File: src/rtl/fetch_stage.sv
// MIPS instruction fetch stage: PC, one-outstanding imem requests, IF/ID register (skid buffer when FETCH_SKID_EN is defined).
// Latency: request accepted at edge N, earliest response in cycle N+1, IF/ID loaded at the edge ending the response cycle.
// Backpressure: stall holds IF/ID; a stalled response is skidded (FETCH_SKID_EN) or dropped and refetched.
module fetch_stage #(
   parameter logic [31:0] RESET_PC = 32'h0000_0000
) (
   input  logic        clk,
   input  logic        reset,
   output logic        imem_req,
   output logic [31:0] imem_addr,
   input  logic        imem_ready,
   input  logic        imem_rvalid,
   input  logic [31:0] imem_rdata,
   input  logic        stall,
   input  logic        flush,
   input  logic        pcsrc,
   input  logic [31:0] branch_target,
   input  logic        jump,
   output logic        id_valid,
   output logic [31:0] id_instr,
   output logic [5:0]  id_op,
   output logic [5:0]  id_funct,
   output logic [31:0] id_pcplus4
);

`ifdef FETCH_SKID_EN
   typedef enum logic [1:0] {S_REQ = 2'd0, S_WAIT = 2'd1, S_FULL = 2'd2} state_t;
   logic [31:0] skid_q, skid_d;
`else
   typedef enum logic {S_REQ = 1'b0, S_WAIT = 1'b1} state_t;
`endif

   state_t      state_q, state_d;
   logic [31:0] pc_q, pc_d;
   logic        discard_q, discard_d;
   logic        idv_q, idv_d;
   logic [31:0] instr_q, instr_d;
   logic [31:0] p4_q, p4_d;

   logic [31:0] pc_plus4;
   logic [31:0] target;
   logic        jump_take;
   logic        redirect;
   logic        hold_id;
   logic        fire;

   always_comb begin
      pc_plus4  = pc_q + 32'd4;
      hold_id   = stall && idv_q;
      jump_take = jump && idv_q && !stall;
      redirect  = pcsrc || jump_take;
      target    = pcsrc ? branch_target : {p4_q[31:28], instr_q[25:0], 2'b00};

`ifdef FETCH_SKID_EN
      imem_req  = (state_q == S_REQ) && !reset;
`else
      // Without a skid the word would be lost, so do not fetch while IF/ID is held.
      imem_req  = (state_q == S_REQ) && !reset && !hold_id;
`endif
      fire      = imem_req && imem_ready;

      state_d   = state_q;
      pc_d      = pc_q;
      discard_d = discard_q;
      idv_d     = idv_q;
      instr_d   = instr_q;
      p4_d      = p4_q;
`ifdef FETCH_SKID_EN
      skid_d    = skid_q;
`endif

      case (state_q)
         S_REQ: begin
            if (fire) state_d = S_WAIT;
         end
         S_WAIT: begin
            if (imem_rvalid) begin
               state_d = S_REQ;
               if (discard_q) begin
                  discard_d = 1'b0;
               end else if (redirect || flush) begin
                  // Squashed word: pc is either redirected below or refetched.
                  state_d = S_REQ;
               end else if (!hold_id) begin
                  instr_d = imem_rdata;
                  p4_d    = pc_plus4;
                  idv_d   = 1'b1;
                  pc_d    = pc_plus4;
               end else begin
`ifdef FETCH_SKID_EN
                  skid_d  = imem_rdata;
                  state_d = S_FULL;
`endif
               end
            end
         end
`ifdef FETCH_SKID_EN
         S_FULL: begin
            if (redirect || flush) begin
               state_d = S_REQ;
            end else if (!hold_id) begin
               instr_d = skid_q;
               p4_d    = pc_plus4;
               idv_d   = 1'b1;
               pc_d    = pc_plus4;
               state_d = S_REQ;
            end
         end
`endif
         default: state_d = S_REQ;
      endcase

      if (redirect) begin
         pc_d  = target;
         idv_d = 1'b0;
         if ((state_q == S_WAIT && !imem_rvalid) || fire) discard_d = 1'b1;
      end
      if (flush) idv_d = 1'b0;
   end

   always_ff @(posedge clk) begin
      if (reset) begin
         state_q   <= S_REQ;
         pc_q      <= RESET_PC;
         discard_q <= 1'b0;
         idv_q     <= 1'b0;
         instr_q   <= 32'd0;
         p4_q      <= 32'd0;
`ifdef FETCH_SKID_EN
         skid_q    <= 32'd0;
`endif
      end else begin
         state_q   <= state_d;
         pc_q      <= pc_d;
         discard_q <= discard_d;
         idv_q     <= idv_d;
         instr_q   <= instr_d;
         p4_q      <= p4_d;
`ifdef FETCH_SKID_EN
         skid_q    <= skid_d;
`endif
      end
   end

   assign imem_addr  = pc_q;
   assign id_valid   = idv_q;
   assign id_instr   = instr_q;
   assign id_op      = instr_q[31:26];
   assign id_funct   = instr_q[5:0];
   assign id_pcplus4 = p4_q;

endmodule

File: config.mk
export PLATFORM = sky130hd
export DESIGN_NAME = fetch_stage
export DESIGN_NICKNAME = d
export VERILOG_FILES = /design/src/rtl/fetch_stage.sv
export SDC_FILE = /design/constraint.sdc
export NUM_CORES = 1
export LEC_CHECK = 0
export ABC_AREA = 1
export ABC_CLOCK_PERIOD_IN_PS = 3980
export CORE_MARGIN = 4
export CORE_UTILIZATION = 45
export DETAILED_ROUTE_END_ITERATION = 16
export PLACE_DENSITY = 0.8
export SETUP_SLACK_MARGIN = 0.02
export SLEW_MARGIN = 10
export SYNTH_ARGS = -nofsm -noshare
export SYNTH_HDL_FRONTEND = slang
export SYNTH_SLANG_ARGS = --single-unit
File: constraint.sdc
create_clock -name clk -period 3.98 [get_ports clk]
set_input_delay 0.796 -clock clk [delete_from_list [all_inputs] [get_ports clk]]
set_output_delay 0.796 -clock clk [all_outputs]
set_load 0.02 [all_outputs]
# [Yosys cells after proc, flatten, opt, wreduce, memory -nomap -nowiden]
# Index checks and enable logic that the tools add are counted.
[classes] addsub=1 mul=0 n_div=0 order_cmp=0 eq_ne=3 shifts=0 mux=14 n_bitwise=4 reduce_logical=19
[op_table] cell="two-way mux 32 bit" n=7
[op_table] cell="adder 32 x 3 -> 32 bit, second input constant" n=1
[op_table] cell="AND reduction 5 bit" n=2
[op_table] cell="logical AND 1 bit" n=7
[op_table] cell="two-way mux 1 bit" n=6
[op_table] cell="logical NOT 1 bit" n=4
[op_table] cell="!= test 2 bit, second input constant" n=2
[op_table] cell="NOT 1 bit" n=4
[op_table] cell="nonzero test 2 bit" n=2
[op_table] cell="logical OR 1 bit" n=3
[op_table] cell="OR reduction 3 bit" n=1
[op_table] cell="!= test 2 x 1 -> 1 bit, second input constant" n=1
[op_table] cell="one-hot mux 1 bit (2 select lines)" n=1
[totals] register_bits=99 latchBits=0 ramBits=0 rom_bits=0 out_inout_bits=110 word_cells=47 n_memories=0

# [Logic depth before layout (Yosys ltp)]
[logic_depth] word_depth=9 depth_mapped=10 ltp_nobuf=10

# [Least setup slack after synthesis]
# No wires, ideal clock.
[synth_timing] path_type="input -> output" from="input reset" to="output imem_req" arrival_time_ns=1.272 required_ns=3.184 setup_slack_ns=1.912 stages=4 cell_sequence="clkbuf_1 inv_1 nand3_1 inv_1"
[synth_between] elab_chain_len=3
[synth_lines] element="start, declared" line_no="8" rtl="input logic reset,"
[synth_lines] element="logical NOT 1 bit" line_no="58" rtl="imem_req = (state_q == S_REQ) && !reset && !hold_id;"
[synth_lines] element="logical AND 1 bit (2 in series)" line_no="58"
[synth_lines] element="end, declared" line_no="9" rtl="output logic imem_req,"
# Every way passes these cells.

# [Worst setup path after layout]
[layout_timing] from="input stall" to="output imem_req"
[layout_between] elab_chain_len=3
[layout_lines] element="start, declared" line_no="14" rtl="input logic stall,"
[layout_lines] element="logical AND 1 bit" line_no="49" rtl="hold_id = stall && idv_q;"
[layout_lines] element="logical NOT 1 bit"
[layout_lines] element="logical AND 1 bit" line_no="58"
# Every way passes these cells.

==> Implementation_results.wiki <==
{| class="wikitable"
! Metric !! Value
|-
| Result of the run || finished, final reports clean
|-
| Final Max Tran Viols || 0
|-
| Vias || 5,242
|-
| Clock insertion delay at the later pin of the skew report || 0.36 ns
|-
| Total number of yosys warnings || 0
|-
| Type of the worst min-delay path || flop to flop
|-
| Number of instances in the synthesized netlist || 709
|-
| DP Worst Slack || 1.08 ns
|-
| Final net count || 931
|-
| Worst clock skew || 0.0134 ns
|-
| Critical path data arrival time || 2.10 ns
|-
| Mapped Nets || 782
|-
| Endpoints failing hold || 0
|-
| Resized cells post-CTS || 0
|-
| Initial Util || 46.8%
|-
| Die Outline Area || 12,700 um2
|-
| Vias per cell || 5.25
|-
| End of the worst register-to-register path || imem_addr[27]$_SDFFE_PP0P_
|-
| Capturing element type of the critical path || primary output
|-
| Root buffer cell || sky130_fd_sc_hd__clkbuf_8
|-
| Cell repeated most along the worst path || sky130_fd_sc_hd__clkdlybuf4s50_1
|-
| Number of buffers added by the clock tree synthesis step || 9
|-
| Mean post-synth cell area || 6.94 um2
|-
| VDD IR max || 0.213 mV
|-
| Area fraction of the dominant cell type after synthesis || 40.3%
|-
| H-tree levels || 3
|-
| Number of global-route vias before repair || 5,168
|-
| Detailed router's first-iteration violation count || 382
|-
| Total gr overflow || 0
|-
| Sum of negative setup slack || 0 ns
|-
| Library cell with the highest instance count after synthesis || sky130_fd_sc_hd__nand2_1
|-
| Layout-stage area growth over the synthesis result || 40.6%
|-
| Register-to-register setup slack || 1.97 ns
|-
| Seq/Total Area, Yosys || 40.3%
|-
| Layout cells sized above 1 || 6.37%
|-
| Routed Antenna Nets || 0
|-
| Die outline width || 113 um
|-
| Mapped Area || 4920 um2
|-
| Maximum operating frequency || 346 MHz
|-
| Power density relative to cell area || 309 nW/um2
|-
| Worst Setup Path Type || input pin to primary output
|-
| Largest cells by area after synthesis || sky130_fd_sc_hd__dfxtp_1, sky130_fd_sc_hd__nand2_1, sky130_fd_sc_hd__nor2_1
|-
| I/O pin total || 182
|-
| Leading post-synthesis cells by instance count || sky130_fd_sc_hd__nand2_1, sky130_fd_sc_hd__nor2_1, sky130_fd_sc_hd__dfxtp_1, sky130_fd_sc_hd__o21ai_0, sky130_fd_sc_hd__inv_1
|-
| FP Rows || 37
|-
| # Post-CTS Setup Buffers || 0
|-
| Max_slew headroom || 53.2%
|-
| CP Launch Type || input pin
|-
| Min setup slack post-route || 1.09 ns
|-
| Global-route wire length before repair || 25.9 mm
|-
| Slowest cell on crit path || sky130_fd_sc_hd__clkdlybuf4s50_1
|-
| TritonCTS clock tree || built
|-
| Placer's final routability congestion estimate || 0.954
|-
| Worst reg2reg path startpoint || id_valid$_SDFFE_PP0P_
|-
| Number of sinks driven by the clock tree || 99
|-
| DRC violations left || 0
|-
| Die boundary height || 113 um
|-
| #FFs+latches synth || 99
|-
| Iteration count of the initial detailed-routing pass || 6
|-
| Distinct cell type count of the synthesized netlist || 36
|-
| Ratio of final minimum period to clock period || 72.7%
|-
| Total global routing track utilization || 24.9%
|-
| Standard cell core area || 10,500 um2
|-
| Maxcap violations || 0
|-
| Final setup fails || 0
|-
| Actual transition at the worst max-transition pin || 0.702 ns
|-
| Primary flip-flop cell chosen by synthesis mapping || sky130_fd_sc_hd__dfxtp_1
|-
| Number of flops mapped to enable cells by yosys || 0
|-
| Total inserted antenna cells || 0
|-
| Half-perimeter wire length after placement || 11.9 mm
|-
| Post-DR wirelength/cell || 16.0 um
|-
| Setup repair after global routing missed its margin || false
|-
| Post-synth top area cell || sky130_fd_sc_hd__dfxtp_1
|-
| Antenna violations before repair || 0
|-
| Largest fanout on the critical path || 2
|-
| Share of synthesized flip-flops with an asynchronous set or reset || 0%
|-
| P_leak || 2.82 nW
|-
| Maximum number of pins on one net before global-route repair || 71
|-
| Ordered list of cells on the worst path || clkdlybuf4s50_1 > nand2_1 > nand3_1 > inv_1 > clkdlybuf4s50_1
|-
| DRT Wirelength || 15.9 mm
|-
| Reg clk slew, reported paths || 0.10 ns
|-
| Number of buffers on the longest clock path || 2
|-
| Depth of the worst register-to-register path || 9
|-
| Critical Path Source || stall
|-
| Required time of the critical path || 3.18 ns
|-
| Final min period || 2.89 ns
|-
| Number of buffers added to fix hold violations after cts || 0
|-
| Worst setup path endpoint || imem_req
|-
| Port bufs || 181
|-
| Critical Path Max Stage Delay || 0.59 ns
|}
## worst min path at each step
stage                                      startpoint  cells past startpoint  slack, ns                          end
final                      id_pcplus4[6]$_SDFFE_PP0P_                      2       0.47   id_pcplus4[6]$_SDFFE_PP0P_
after global routing      id_pcplus4[25]$_SDFFE_PP0P_                      2       0.50  id_pcplus4[25]$_SDFFE_PP0P_
after CTS                  id_pcplus4[6]$_SDFFE_PP0P_                      2       0.47   id_pcplus4[6]$_SDFFE_PP0P_
after detailed placement   id_pcplus4[6]$_SDFFE_PP0P_                      2       0.46   id_pcplus4[6]$_SDFFE_PP0P_
after global placement     id_pcplus4[0]$_SDFFE_PP0P_                      2       0.45   id_pcplus4[0]$_SDFFE_PP0P_
after floorplan             imem_addr[0]$_SDFFE_PP0P_                      2       0.45    imem_addr[0]$_SDFFE_PP0P_
## layout make-up
cell class,count,area [um2]
clock inverters,6,88.8
multi-input cells,499,2450
clock buffers,10,138
fillers,901,3590
well taps,136,170
repair buffers,189,1870
flip-flops and latches,99,1980
inverters,60,225
## routing by layer
layer  share of wire (%)  global-route usage [%]  vias up
li1                    -                       -     2570
met1                  42                    32.7     2407
met2                  47                    41.9      246
met3                 8.6                    5.28       19
met4                 1.7                    5.93        0
met5                   0                       0        -
## kinds of logic after synthesis
kind of cell | Yosys count | synth area share, %
AND/OR/NAND/NOR | 328 | 29.2
adder cells (fa/ha/maj) | 1 | 0.254
buffers and inverters | 111 | 10.1
XOR/XNOR | 15 | 2.82
AO/OA/AOI/OAI | 155 | 17.4
flip-flops | 99 | 40.3
## metrics by stage
stage / hold WS, ns / cells / util [%] / instance area [um2] / power (mW)
6_report: 0.472 / 999 / 65.9 / 6920 / 2.14
4_1_cts: 0.473 / 999 / 65.9 / 6920 / 2.14
3_5_place_dp: 0.456 / 983 / 63.7 / 6700 / 1.43
5_1_grt: 0.503 / 999 / 65.9 / 6920 / 2.22
2_1_floorplan: 0.453 / 709 / - / 4920 / 1.25
3_3_place_gp: 0.452 / 983 / 63.7 / 6700 / 1.42
## critical path: cells and delay by family
kind	cells	cell delay, ns
buffers and inverters	3	1.09
AND/OR/NAND/NOR	2	0.21
## power breakdown
part           internal [mW]  leakage [nW]  switching (mW)  total [mW]
clock                  0.371         0.108           0.355       0.727
combinational          0.168          1.91           0.176       0.344
sequential              1.02         0.806          0.0437        1.07
total                   1.56          2.82           0.575        2.14
## cells in the final DEF, fill, tap and decap left out, drive strengths merged
cell type / n
buf: 8
a211oi: 1
nand2: 153
ha: 1
or2: 1
a31oi: 7
clkinv: 2
nand4: 4
nand3: 21
a22oi: 16
o211ai: 9
nor4: 1
clkdlybuf4s50: 181
o22ai: 1
xor2: 10
dfxtp: 99
xnor2: 5
o21ai: 75
nand3b: 5
clkinvlp: 2
a221oi: 1
inv: 60
nor2: 140
nor3: 1
bufinv: 2
a21oi: 45
clkbuf: 10
and2: 2
## registers in the layout (all words and copies together) (netlist names)
signal / count
discard_q: 1
state_q: 1
imem_addr: 32
id_valid: 1
id_pcplus4: 32
id_instr: 32
No activity file was read; power rests on OpenSTA's default activity.
